`src/rtl/multdiv_pkg.sv`:
```
// Shared types and sizing for the iterative multiply/divide unit.
// MULTDIV_RADIX4_EN selects radix-4 Booth multiply (16 iterations instead of 32).
package multdiv_pkg;

   localparam int unsigned WIDTH = 32;
   localparam int unsigned CNT_W = 6;
`ifdef MULTDIV_RADIX4_EN
   localparam int unsigned MUL_ITERS = 16;
`else
   localparam int unsigned MUL_ITERS = 32;
`endif
   localparam int unsigned DIV_ITERS = 32;

   typedef enum logic [1:0] {IDLE, MUL, DIV, DONE} state_e;

   // Magnitude of a two's complement value; -2^31 maps to 2^31 as unsigned.
   function automatic logic [WIDTH-1:0] abs_val(input logic [WIDTH-1:0] v);
      return v[WIDTH-1] ? -v : v;
   endfunction

endpackage

```
`src/rtl/multdiv_unit_div_step.sv`:
```
// One non-restoring division iteration on unsigned magnitudes.
// The remainder carries two extra bits so it can swing in [-2D, 2D) before correction.
module div_step
   import multdiv_pkg::*;
(
   input  logic [WIDTH+1:0] rem_i,
   input  logic [WIDTH-1:0] quo_i,
   input  logic [WIDTH-1:0] div_i,
   output logic [WIDTH+1:0] rem_o,
   output logic [WIDTH-1:0] quo_o
);

   logic [WIDTH+1:0] shifted;
   logic [WIDTH+1:0] dvs;

   always_comb begin
      shifted = {rem_i[WIDTH:0], quo_i[WIDTH-1]};
      dvs     = {2'b00, div_i};
      rem_o   = rem_i[WIDTH+1] ? shifted + dvs : shifted - dvs;
      quo_o   = {quo_i[WIDTH-2:0], ~rem_o[WIDTH+1]};
   end

endmodule

```
`src/rtl/multdiv_unit.sv`:
```
// Iterative 32-bit signed multiply (Booth) / divide (non-restoring) unit.
// MULTDIV_RADIX4_EN selects radix-4 Booth multiply; divide is unaffected.
module multdiv_unit
   import multdiv_pkg::*;
(
   input  logic             clk,
   input  logic             clr,
   input  logic [WIDTH-1:0] data_operandA,
   input  logic [WIDTH-1:0] data_operandB,
   input  logic             ctrl_MULT,
   input  logic             ctrl_DIV,
   output logic [WIDTH-1:0] data_result,
   output logic             data_exception,
   output logic             data_resultRDY,
   output logic             busy
);

   state_e           state_q, state_d;
   logic [CNT_W-1:0] cnt_q, cnt_d;
   logic [2*WIDTH:0] acc_q, acc_d;
   logic [WIDTH+1:0] rem_q, rem_d;
   logic [WIDTH-1:0] opa_q, opa_d, opb_q, opb_d;
   logic [WIDTH-1:0] res_q, res_d;
   logic             is_mul_q, is_mul_d;
   logic             exc_q, exc_d, rdy_q, rdy_d, busy_q, busy_d;

   logic             start;
   logic [2*WIDTH:0] mul_next;
   logic [WIDTH+1:0] rem_nxt;
   logic [WIDTH-1:0] quo_nxt;
   logic [2*WIDTH-1:0] prod;
   logic             mul_ovf;

   assign start = ctrl_MULT | ctrl_DIV;
   assign prod  = acc_q[2*WIDTH:1];
   assign mul_ovf = ~((&prod[2*WIDTH-1:WIDTH-1]) | ~(|prod[2*WIDTH-1:WIDTH-1]));

   // acc_q layout for multiply: {P, A, q-1}; sums are widened so M = -2^31 cannot overflow.
`ifdef MULTDIV_RADIX4_EN
   logic [WIDTH+1:0] p4, m4, pp4, sum4;
   always_comb begin
      p4 = {{2{acc_q[2*WIDTH]}}, acc_q[2*WIDTH:WIDTH+1]};
      m4 = {{2{opa_q[WIDTH-1]}}, opa_q};
      unique case (acc_q[2:0])
         3'b001, 3'b010: pp4 = m4;
         3'b011:         pp4 = m4 << 1;
         3'b100:         pp4 = -(m4 << 1);
         3'b101, 3'b110: pp4 = -m4;
         default:        pp4 = '0;
      endcase
      sum4     = p4 + pp4;
      mul_next = {sum4, acc_q[WIDTH:2]};
   end
`else
   logic [WIDTH:0] p2, m2, sum2;
   always_comb begin
      p2 = {acc_q[2*WIDTH], acc_q[2*WIDTH:WIDTH+1]};
      m2 = {opa_q[WIDTH-1], opa_q};
      unique case (acc_q[1:0])
         2'b01:   sum2 = p2 + m2;
         2'b10:   sum2 = p2 - m2;
         default: sum2 = p2;
      endcase
      mul_next = {sum2, acc_q[WIDTH:1]};
   end
`endif

   div_step u_div_step (
      .rem_i (rem_q),
      .quo_i (acc_q[WIDTH-1:0]),
      .div_i (abs_val(opb_q)),
      .rem_o (rem_nxt),
      .quo_o (quo_nxt)
   );

   always_comb begin
      state_d  = state_q;
      cnt_d    = cnt_q;
      acc_d    = acc_q;
      rem_d    = rem_q;
      opa_d    = opa_q;
      opb_d    = opb_q;
      is_mul_d = is_mul_q;
      res_d    = res_q;
      exc_d    = exc_q;
      rdy_d    = 1'b0;
      busy_d   = (state_q != IDLE);

      unique case (state_q)
         IDLE: ;
         MUL: begin
            acc_d = mul_next;
            cnt_d = cnt_q + CNT_W'(1);
            if (cnt_q == CNT_W'(MUL_ITERS - 1)) state_d = DONE;
         end
         DIV: begin
            acc_d[WIDTH-1:0] = quo_nxt;
            rem_d            = rem_nxt;
            cnt_d            = cnt_q + CNT_W'(1);
            if (cnt_q == CNT_W'(DIV_ITERS - 1)) state_d = DONE;
         end
         DONE: begin
            state_d = IDLE;
            cnt_d   = '0;
            rdy_d   = 1'b1;
            if (is_mul_q) begin
               res_d = prod[WIDTH-1:0];
               exc_d = mul_ovf;
            end else if ((opb_q == '0) ||
                         (opa_q == {1'b1, {(WIDTH-1){1'b0}}} && opb_q == '1)) begin
               res_d = '0;
               exc_d = 1'b1;
            end else begin
               res_d = (opa_q[WIDTH-1] ^ opb_q[WIDTH-1]) ? -acc_q[WIDTH-1:0] : acc_q[WIDTH-1:0];
               exc_d = 1'b0;
            end
         end
      endcase

      // A new start always wins, including on the finishing edge: the old result is dropped.
      if (start) begin
         state_d  = ctrl_MULT ? MUL : DIV;
         is_mul_d = ctrl_MULT;
         cnt_d    = '0;
         opa_d    = data_operandA;
         opb_d    = data_operandB;
         acc_d    = ctrl_MULT ? {{WIDTH{1'b0}}, data_operandB, 1'b0}
                              : {{(WIDTH+1){1'b0}}, abs_val(data_operandA)};
         rem_d    = '0;
         res_d    = '0;
         exc_d    = 1'b0;
         rdy_d    = 1'b0;
         busy_d   = 1'b1;
      end
   end

   always_ff @(posedge clk) begin
      if (clr) begin
         state_q  <= IDLE;
         cnt_q    <= '0;
         acc_q    <= '0;
         rem_q    <= '0;
         opa_q    <= '0;
         opb_q    <= '0;
         is_mul_q <= 1'b0;
         res_q    <= '0;
         exc_q    <= 1'b0;
         rdy_q    <= 1'b0;
         busy_q   <= 1'b0;
      end else begin
         state_q  <= state_d;
         cnt_q    <= cnt_d;
         acc_q    <= acc_d;
         rem_q    <= rem_d;
         opa_q    <= opa_d;
         opb_q    <= opb_d;
         is_mul_q <= is_mul_d;
         res_q    <= res_d;
         exc_q    <= exc_d;
         rdy_q    <= rdy_d;
         busy_q   <= busy_d;
      end
   end

   assign data_result    = res_q;
   assign data_exception = exc_q;
   assign data_resultRDY = rdy_q;
   assign busy           = busy_q;

endmodule
```
`config.mk`:
```
export PLATFORM = sky130hd
export DESIGN_NAME = multdiv_unit
export DESIGN_NICKNAME = d
export VERILOG_FILES = /design/src/rtl/multdiv_pkg.sv /design/src/rtl/multdiv_unit_div_step.sv /design/src/rtl/multdiv_unit.sv
export SDC_FILE = /design/constraint.sdc
export NUM_CORES = 1
export LEC_CHECK = 0
export ABC_AREA = 1
export BUFFER_PORTS_ARGS = -buffer_cell sky130_fd_sc_hd__buf_2
export CORE_UTILIZATION = 63
export DETAILED_ROUTE_END_ITERATION = 8
export GPL_TIMING_DRIVEN = 0
export HOLD_SLACK_MARGIN = 0.1
export PLACE_DENSITY = 0.89
export SLEW_MARGIN = 30
export SYNTH_ARGS = -nofsm -noshare
export SYNTH_HDL_FRONTEND = slang
export SYNTH_SLANG_ARGS = --single-unit
```
`constraint.sdc`:
```
create_clock -name clk -period 4.3 [get_ports clk]
set_input_delay 0.43 -clock clk [delete_from_list [all_inputs] [get_ports clk]]
set_output_delay 0.43 -clock clk [all_outputs]
set_load 0.02 [all_outputs]
```
==> reports/qor.txt, run 1 <==
Hold_ws = 0.221 ns
Cell Area, Synth = 16,500 µm²
Crit path required time = 4.78 ns
RSZ-0062 raised after global routing = true
Status = finished clean
Pint = 3.96 mW
Fin nets = 2,878
Via count = 19,675
Worst setup path start = opb_q[4]
Die H = 164 µm
R2r endpoint = acc_q[0]
Final setup violation count = 0
Htree depth = 1
Ports = 103
Place WS = -0.258 ns
Placer Congestion = 1.08
CP Launch Type = flip-flop
PwrDens = 340 nW/µm²
Vias per inst = 6.40
Most frequent cell after synthesis = nand2_1
Antenna viol nets, final = 0
CTS root buffer = clkbuf_16
Drt drc = 0
Initial DRT Pass Iterations = 6
Core Area = 25,500 µm²
Initial DRC Count = 2,940
Syn. warnings = 0
Async SR Flop Fraction = 0
Max incr delay on CP = 0.36 ns
Initial antenna violation count = 0
Share of layout cells above drive strength 1 = 0.121
Logic pwr share = 0.320
Number of enable flip-flop cells after synthesis = 0
Initial Util = 0.649
Yosys cell types = 60
Mapped Cells = 2,587
Number of port buffers = 100
Crit. End Element = flip-flop
R2r startpoint = opb_q[4]
Setup crit end = acc_q[0]
Final Max Tran Viols = 0
Max IR drop VDD = 0.000329 V
Power share of the clock group = 0.344
Avg Inst Size Synth = 6.39 µm²
Largest area contributor in the netlist = dfxtp_1
Syn Nets = 2,735
Critical path peak fanout = 5
Switching power = 2.40 mW
Final setup TNS = 0 ns
Hold violation total from the final report = 0
Share of the synthesized area in the top cell type = 0.251
R2R cell count = 25
Clock sinks = 207
Synth area leaders = dfxtp_1 25%, nand2_1 10%, a21oi_1 8.6%, o21ai_0 7.6%, nor2_1 6.8%
Number of global-route vias before repair = 17,724
TritonCTS clock tree = built
Clock tree buffer depth = 3
First-pass GRT wire length = 92,800 µm
Relative slew slack = 0.343
Pleak = 8.61 nW
Post-synthesis sequential area ratio = 0.251
FF-to-FF setup slack = 0.05 ns
Total track usage = 0.444
Critical path's slowest cell = dfxtp_1
# rows = 58
Ant. Diodes = 0
Die ar. = 26,900 µm²
Tot Pwr = 6.36 mW
Worst skew pair latency = 0.55 ns
DP Wirelength = 46,700 µm
Switching share of power = 0.378
Syn-to-layout area delta = 13.4%
Data arrival, critical path = 4.73 ns
Seq cells post-synth = 207
Part of the cycle the worst path needs = 0.988
HP Class = in -> reg
CTS Buf Count = 25
Reg clk slew, reported paths = 0.06 ns
Top FF cell, synth = dfxtp_1
Die W = 164 µm
Clk_skew = 0.0154 ns
Sequential Power Share = 0.335
Top achievable clock speed = 0.235 GHz
Worst slew pin tran = 0.985 ns
DRT Wirelength = 61,400 µm
MaxCap Viol Count = 0
CP Class = reg -> reg
Global route total overflow = 0
Pin count of the biggest net entering global routing = 13
Clock period minus worst slack = 4.25 ns
Most frequent cells after synthesis = 454 x nand2_1, 298 x nor2_1, 285 x a21oi_1, 267 x inv_1, 252 x o21ai_0
Final WS setup = 0.0518 ns
WL/cell = 20.0 µm
## placed cells by master, fill, tap and decap left out, types with 26 or more instances in the layout
cell type	netlist	layout
a21oi_1	285	276
inv_1	267	265
nand2_2	27	39
o21ai_0	252	243
buf_2	7	106
o22ai_1	39	39
nand4_1	37	37
xnor2_1	45	42
nand3_1	104	101
dfxtp_1	207	205
nor3_1	27	26
nand2_1	454	441
ha_1	78	71
clkbuf_1	93	95
nor2_1	298	295
a31oi_1	35	34
xor2_1	89	87
## worst min-delay path by stage
stage                                 from               to  slack, ns  cells past startpoint
after global placement     data_result[28]  data_result[28]       0.45                      2
after CTS                 data_operandB[0]         acc_q[1]       0.21                      3
after floorplan                   rem_q[1]         rem_q[1]       0.45                      2
after global routing      data_operandB[0]         acc_q[1]       0.22                      3
after detailed placement   data_result[13]  data_result[13]       0.45                      2
final                     data_operandA[2]         opa_q[2]       0.22                      3
## worst max-delay path: cells and delay by family, from the launching register on
family / cells / cell delay (ns)
compound gates: 6 / 1.02
fa+ha+maj: 1 / 0.33
flops: 1 / 0.36
simple gates: 14 / 1.99
buf+inv: 3 / 0.28
xor+xnor: 1 / 0.20
## power by group through the flow
stage,clock (mW),combinational [mW],sequential [mW]
3_5_place_dp,0,1.85,2.16
6_report,2.19,2.04,2.13
5_1_grt,2.24,2.21,2.14
4_1_cts,2.17,1.88,2.12
2_1_floorplan,0,1.34,2.13
3_3_place_gp,0,1.82,2.16
## routing by layer
metal  global-route usage  share of wire  wire length (µm)
met1                0.587           0.39             23900
met2                0.661           0.42             25700
met3                0.110           0.14              8320
met4                0.242          0.058              3550
met5                    0              0                 0
## stage by stage
step	area (µm²)	std cells	utilization
detailed placement	17400	3017	0.684
global route	18700	3075	0.735
finish	18700	3075	0.735
floorplan	16500	2587	-
CTS	18300	3058	0.718
global placement	17400	3017	0.684
## state kept, by name (all words and copies together) (netlist names)
name            count
data_result        32
is_mul_q            1
data_exception      1
opb_q              32
acc_q              65
data_resultRDY      1
busy                1
state_q             2
opa_q              32
rem_q              34
cnt_q               6
## layout make-up
type / instances / area, µm²
Buffer: 110 / 437
Clock inverter: 6 / 87.6
Tap cell: 330 / 413
Sequential cell: 207 / 4150
Clock buffer: 36 / 737
Multi-Input combinational cell: 1987 / 11200
Inverter: 282 / 1060
Fill cell: 2134 / 6740
Timing Repair Buffer: 117 / 628
## kinds of logic (layout without fill, tap and decap cells)
| kind of cell | after synthesis | count (layout) | synth area share |
|---|---|---|---|
| AO/OA/AOI/OAI | 726 | 726 | 0.242 |
| XOR/XNOR | 137 | 137 | 0.0740 |
| adder cells (fa/ha/maj) | 80 | 80 | 0.0615 |
| buffers and inverters | 393 | 551 | 0.0905 |
| flip-flops | 207 | 207 | 0.251 |
| AND/OR/NAND/NOR | 1044 | 1044 | 0.281 |
## what timing repair did
action                                  4_1_cts  5_1_grt
pin swaps                                     0       26
hold buffers                                  0        0
gates resized for setup                      11       76
endpoints found under the setup margin       18       30
setup buffers                                 0       17
Power figures use the tool's default switching activity.
==> run 2, diff against run 1 <==
--- a/config.mk
+++ b/config.mk
@@ -5,13 +5,12 @@
 export SDC_FILE = /design/constraint.sdc
 export NUM_CORES = 1
 export LEC_CHECK = 0
-export ABC_AREA = 1
 export BUFFER_PORTS_ARGS = -buffer_cell sky130_fd_sc_hd__buf_2
-export CORE_UTILIZATION = 63
+export CORE_UTILIZATION = 35
 export DETAILED_ROUTE_END_ITERATION = 8
 export GPL_TIMING_DRIVEN = 0
 export HOLD_SLACK_MARGIN = 0.1
-export PLACE_DENSITY = 0.89
+export PLACE_DENSITY = 0.58
 export SLEW_MARGIN = 30
 export SYNTH_ARGS = -nofsm -noshare
 export SYNTH_HDL_FRONTEND = slang
==> run 2 against run 1 <==
Critical path depth fell by 7; total power increased by 1.1%; sequential share of layout area shrank 0.33 points; sequential cell count unchanged; the flow now finishes with violations (negative setup slack); highest routed layer is now met5; setup slack worse by 0.70 ns; non-clock buffer count rose by 71; design area rose by 1.7%; wire length down 4.1%; synthesized cell count down 17%; clock-buffer cell count is 2 higher.
==> reports/qor.txt, run 2 <==
Largest reg by FF count = acc_q
R2r startpoint = opb_q[3]
Global route total overflow = 0
Syn Nets = 2,283
Critical path peak fanout = 4
Largest area contributor in the netlist = dfxtp_1
Syn-to-layout area delta = 21.0%
Initial DRC Count = 1,263
R2R cell count = 18
Pleak = 7.31 nW
RSZ-0062 raised after global routing = true
CP Launch Type = flip-flop
Post-route design area = 19,000 µm²
Ports = 103
Commonest cells after routing, fill and taps aside = 249 x nor2_1, 244 x a21oi_1, 229 x nand2_1, 201 x dfxtp_1, 142 x xnor2_1
Htree depth = 1
Vias per inst = 5.69
MaxCap Viol Count = 0
Post-synthesis sequential area ratio = 0.263
Hold Crit Start = data_operandA[25]
Seq cells post-synth = 207
Worst skew pair latency = 0.57 ns
Core Area = 44,300 µm²
Die H = 214 µm
Initial DRT Pass Iterations = 5
Initial antenna violation count = 5
Max IR drop VDD = 0.000364 V
Hold violation total from the final report = 0
Status = complete, but fails checks
Final Max Tran Viols = 0
Final setup violation count = 14
CTS Buf Count = 28
TritonCTS clock tree = built
Worst setup path start = opb_q[3]
Max incr delay on CP = 0.60 ns
Mapped Cells = 2,135
DP Wirelength = 44,600 µm
Clock tree buffer depth = 3
Drt drc = 0
Clk_skew = 0.0135 ns
Placed inst area = 17,100 µm²
Synth area leaders = dfxtp_1 26%, xnor2_1 8.4%, a21oi_1 8.3%, ha_1 6.2%, nor2_1 6.1%
Die ar. = 45,800 µm²
# rows = 77
First-pass GRT wire length = 91,100 µm
PwrDens = 338 nW/µm²
Worst path most repeated cell = a21oi_2
Most frequent cells after synthesis = 261 x a21oi_1, 254 x nor2_1, 231 x nand2_1, 207 x dfxtp_1, 151 x xnor2_1
Critical path's slowest cell = or4b_4
HP Class = in -> reg
Async SR Flop Fraction = 0
Antenna viol nets, final = 0
Top FF cell, synth = dfxtp_1
Part of the cycle the worst path needs = 1.15
Largest register FFs = 65
Placer Congestion = 0.909
Crit. End Element = flip-flop
CP Class = reg -> reg
Cell Area, Synth = 15,700 µm²
Syn. warnings = 0
CP Cell Sequence = buf_8, or4_4, nor4_4, o2111ai_4, a2111oi_4, and3_4, nor2b_4, a21oi_2, xor2_2, ha_1, nand4_1, or4b_4, a311oi_4, a41o_1, a21oi_2, o21ai_1, xor2_1, a22o_1
DRT Wirelength = 58,900 µm
Worst slew pin tran = 0.924 ns
CTS root buffer = clkbuf_16
Die W = 214 µm
Data arrival, critical path = 5.40 ns
Top Registers = acc_q (65), rem_q (34)
WL/cell = 20.1 µm
Number of global-route vias before repair = 15,818
Commonest non-fill, non-tap cell in the layout = nor2_1
Via count = 16,644
Final setup TNS = -5.54 ns
Share of the synthesized area in the top cell type = 0.263
Most frequent cell after synthesis = a21oi_1
Crit path required time = 4.76 ns
Pin count of the biggest net entering global routing = 14
Yosys cell types = 77
Failing checks = negative setup slack
Clock period minus worst slack = 4.94 ns
Top achievable clock speed = 0.202 GHz
Clock sinks = 207
Avg Inst Size Synth = 7.37 µm²
Relative slew slack = 0.384
Number of port buffers = 99
Hold Path Depth = 3
Initial Util = 0.355
Share of layout cells above drive strength 1 = 0.152
Reg clk slew, reported paths = 0.06 ns
Final WS setup = -0.645 ns
Number of enable flip-flop cells after synthesis = 0
CTS Hold Bufs = 0
Fin nets = 2,462
Total track usage = 0.249
run 2: cell count changes after synthesis, moves of 27 or more:
cell / delta
nand2_2: -27
inv_1: -210
nor3_1: +41
xnor2_1: +106
nor2_1: -44
nand3_1: -75
o21ai_0: -138
xor2_1: -29
o22ai_1: -36
nand2_1: -223
mux2i_1: +57
run 2: final timing paths:
kind	endpoint	slack [ns]
max	rem_q[32]	-0.64
min	opa_q[25]	0.15
max reg2reg	rem_q[32]	-0.64
min reg2reg	opa_q[5]	0.48
run 2: repair_timing:
item / CTS / global route
setup buffers: 28 / 34
gates resized for setup: 64 / 81
pin swaps: 38 / 51
endpoints found under the setup margin: 38 / 37
cloned: 0 / 0
run 2: layout make-up:
| cell class | instances | area [µm²] |
|---|---|---|
| Tap cell | 592 | 741 |
| Timing Repair Buffer | 159 | 962 |
| Antenna cell | 1 | 2.50 |
| Clock inverter | 11 | 113 |
| Clock buffer | 38 | 810 |
| Inverter | 58 | 223 |
| Multi-Input combinational cell | 1721 | 11400 |
| Buffer | 139 | 598 |
| Fill cell | 4645 | 25300 |
| Sequential cell | 207 | 4160 |
run 2: where the power goes:
group	internal, mW	switching, mW
Clock	1.43	0.962
Sequential	2.00	0.108
Combinational	0.759	1.18
run 2: cells by family (layout without fill, tap and decap cells):
group,after synthesis,in the layout,synth area share
AO/OA/AOI/OAI,625,625,0.244
XOR/XNOR,211,211,0.117
adder cells (fa/ha/maj),80,80,0.0646
buffers and inverters,207,405,0.0518
flip-flops,207,207,0.263
multiplexers,59,59,0.0377
other,0,1,0
AND/OR/NAND/NOR,746,746,0.221
run 2: metal layers:
layer | track usage | vias up | routed length (µm)
met2 | 0.410 | 561 | 27100
met1 | 0.335 | 7979 | 26000
met3 | 0.0287 | 111 | 3640
li1 | - | 7989 | -
met4 | 0.0849 | 4 | 2120
met5 | 0 | - | 24
run 2: through the flow:
stage / instances / util / hold slack, ns / worst slack [ns] / power (mW)
6_report: 2926 / 0.430 / 0.149 / -0.645 / 6.43
3_3_place_gp: 2826 / 0.386 / 0.469 / -1.47 / 3.85
2_1_floorplan: 2135 / - / 0.452 / -0.361 / 3.38
3_5_place_dp: 2826 / 0.386 / 0.471 / -1.45 / 3.87
4_1_cts: 2900 / 0.417 / 0.131 / -0.688 / 6.34
5_1_grt: 2926 / 0.430 / 0.153 / -0.850 / 6.71
run 2: critical path, delay by kind of cell, from the launching register on:
family,cells,cell delay [ns]
simple gates,6,1.93
flops,1,0.36
buf+inv,1,0.11
xor+xnor,2,0.27
fa+ha+maj,1,0.37
compound gates,8,1.79
==> run 3, diff against run 2 <==
==> constraint.sdc (replaced) <==
create_clock -name clk -period 4.6 [get_ports clk]
set_input_delay 0.46 -clock clk [delete_from_list [all_inputs] [get_ports clk]]
set_output_delay 0.46 -clock clk [all_outputs]
set_load 0.02 [all_outputs]
==> run 3 against run 2 <==
The run still ends with negative setup slack left; fmax about the same; largest cell class unchanged; largest power group unchanged; highest routed layer is now met4; die area unchanged; design area down 0.12%.
==> reports/qor.txt, run 3 (synthesis gave the netlist of run 2 again) <==
Share of layout cells above drive strength 1 = 0.146
Syn-to-layout area delta = 20.9%
Switching share of power = 0.347
Cell class contributing the biggest share of worst-path delay = compound AO/OA/AOI/OAI gates
Largest register FFs = 65
Die ar. = 45,800 µm²
Hold violation total from the final report = 0
CP Cell Sequence = buf_6, or4_4, nor4_4, o2111ai_4, a2111oi_4, and3_4, nor2b_4, a21oi_1, xnor2_1, ha_1, buf_4, a21oi_2, o21a_1, o221ai_2, a31oi_4, a311oi_4, a41o_1, a21oi_2, o21ai_2, xor2_1, a22o_1
Clock tree buffer depth = 3
RSZ-0062 raised after global routing = true
Relative slew slack = 0.389
Max IR drop VDD = 0.000293 V
R2r endpoint = rem_q[32]
Logic pwr share = 0.299
Clock period minus worst slack = 4.94 ns
First-pass GRT wire length = 90,400 µm
Commonest cells after routing, fill and taps aside = 250 x nor2_1, 250 x a21oi_1, 229 x nand2_1, 204 x dfxtp_1, 144 x xnor2_1
CP bufs+invs = 2
Sequential Power Share = 0.323
Max incr delay on CP = 0.55 ns
Drt drc = 0
Pint = 3.98 mW
Part of the cycle the worst path needs = 1.07
Sink of the worst hold path = opb_q[7]
CTS Hold Bufs = 0
MaxCap Viol Count = 0
Final core occ = 0.429
CP Class = reg -> reg
Data arrival, critical path = 5.41 ns
Critical path peak fanout = 5
Final WS setup = -0.341 ns
Crit path required time = 5.06 ns
Initial Util = 0.355
Pin count of the biggest net entering global routing = 14
CTS root buffer = clkbuf_16
Worst skew pair latency = 0.57 ns
R2R cell count = 21
Vias per inst = 5.74
Final Max Tran Viols = 0
Core Area = 44,300 µm²
Clk_skew = 0.0285 ns
Fin nets = 2,460
Crit. End Element = flip-flop
Global route total overflow = 0
Clock sinks = 207
CP Launch Type = flip-flop
Worst path most repeated cell = a21oi_2
HP Class = in -> reg
FF-to-FF setup slack = -0.34 ns
Final setup violation count = 7
Worst slew pin tran = 0.917 ns
Htree depth = 1
DP Wirelength = 44,900 µm
Initial antenna violation count = 2
Worst path depth = 21
Pleak = 7.29 nW
Hold Path Depth = 3
Final setup TNS = -1.65 ns
PwrDens = 320 nW/µm²
Largest reg by FF count = acc_q
Failing checks = negative setup slack
# rows = 77
Hold Crit Start = data_operandB[7]
Number of global-route vias before repair = 15,680
CTS Buf Count = 27
Top achievable clock speed = 0.202 GHz
R2r startpoint = opb_q[3]
Status = complete, but fails checks
Critical path's slowest cell = or4_4
Top Registers = acc_q (65), rem_q (34)
Reg clk slew, reported paths = 0.06 ns
Initial DRT Pass Iterations = 5
Die W = 214 µm
Power share of the clock group = 0.377
Switching power = 2.11 mW
TritonCTS clock tree = built
Total track usage = 0.247
WL/cell = 20.3 µm
Die H = 214 µm
DRT Wirelength = 59,200 µm
Via count = 16,788
Antenna viol nets, final = 0
Placer Congestion = 0.919
Initial DRC Count = 1,359
Number of port buffers = 99
Ports = 103
## run 3: cell count changes in the layout (fill, tap and decap cells not counted), moves of 4 or more
cell,previous run,this run
a21oi_2,15,10
clkbuf_1,104,109
buf_6,5,9
a21oi_1,244,250
buf_4,60,54
## run 3: timing repair
action / in CTS / in global routing
setup buffers: 31 / 27
endpoints found under the setup margin: 33 / 30
resized for setup: 52 / 91
pin swaps: 30 / 50
## run 3: per-layer routing
metal	vias to the layer above	routed length, µm	share of wire	GRT usage
met5	-	0	0	0
met4	0	2310	0.039	0.0957
met3	115	3850	0.065	0.0325
met2	614	27000	0.46	0.401
met1	8060	26100	0.44	0.332
li1	7999	-	-	-
## run 3: how the worst max path moves through the flow
stage                     slack [ns]         to       from
after floorplan                -0.07  rem_q[32]   opb_q[1]
after detailed placement       -1.65  rem_q[33]  opb_q[31]
final                          -0.34  rem_q[32]   opb_q[3]
after global routing           -0.55  rem_q[30]   opb_q[4]
after global placement         -1.62  rem_q[33]  opb_q[31]
after CTS                      -0.32  rem_q[30]   opb_q[0]
## run 3: tightest hold or removal path, cell delays in order
cell and delay [ns]:
buf_2 0.13, nand2_1 0.06, a21oi_1 0.05
## run 3: final cells by class
class / instances / area, µm²
Timing Repair Buffer: 155 / 927
Tap cell: 592 / 741
Buffer: 142 / 608
Sequential cell: 207 / 4150
Antenna cell: 1 / 2.50
Clock buffer: 38 / 777
Clock inverter: 11 / 166
Fill cell: 4517 / 25300
Inverter: 58 / 220
Multi-Input combinational cell: 1721 / 11400
## run 3: power groups by stage
stage               sequential (mW)  clock, mW  combinational [mW]
global route                   1.98       2.39                1.97
global placement               2.00          0                1.60
finish                         1.97       2.30                1.82
detailed placement             2.00          0                1.62
CTS                            1.96       2.31                1.69
floorplan                      1.97          0                1.19
## run 3: metrics by stage
stage / total power, mW / cells / area (µm²) / setup WS, ns / hold WS, ns
5_1_grt: 6.34 / 2925 / 19000 / -0.548 / 0.184
2_1_floorplan: 3.16 / 2135 / 15900 / -0.0722 / 0.452
6_report: 6.09 / 2925 / 19000 / -0.341 / 0.187
3_5_place_dp: 3.62 / 2826 / 17100 / -1.65 / 0.475
4_1_cts: 5.97 / 2903 / 18500 / -0.322 / 0.168
3_3_place_gp: 3.60 / 2826 / 17100 / -1.62 / 0.469
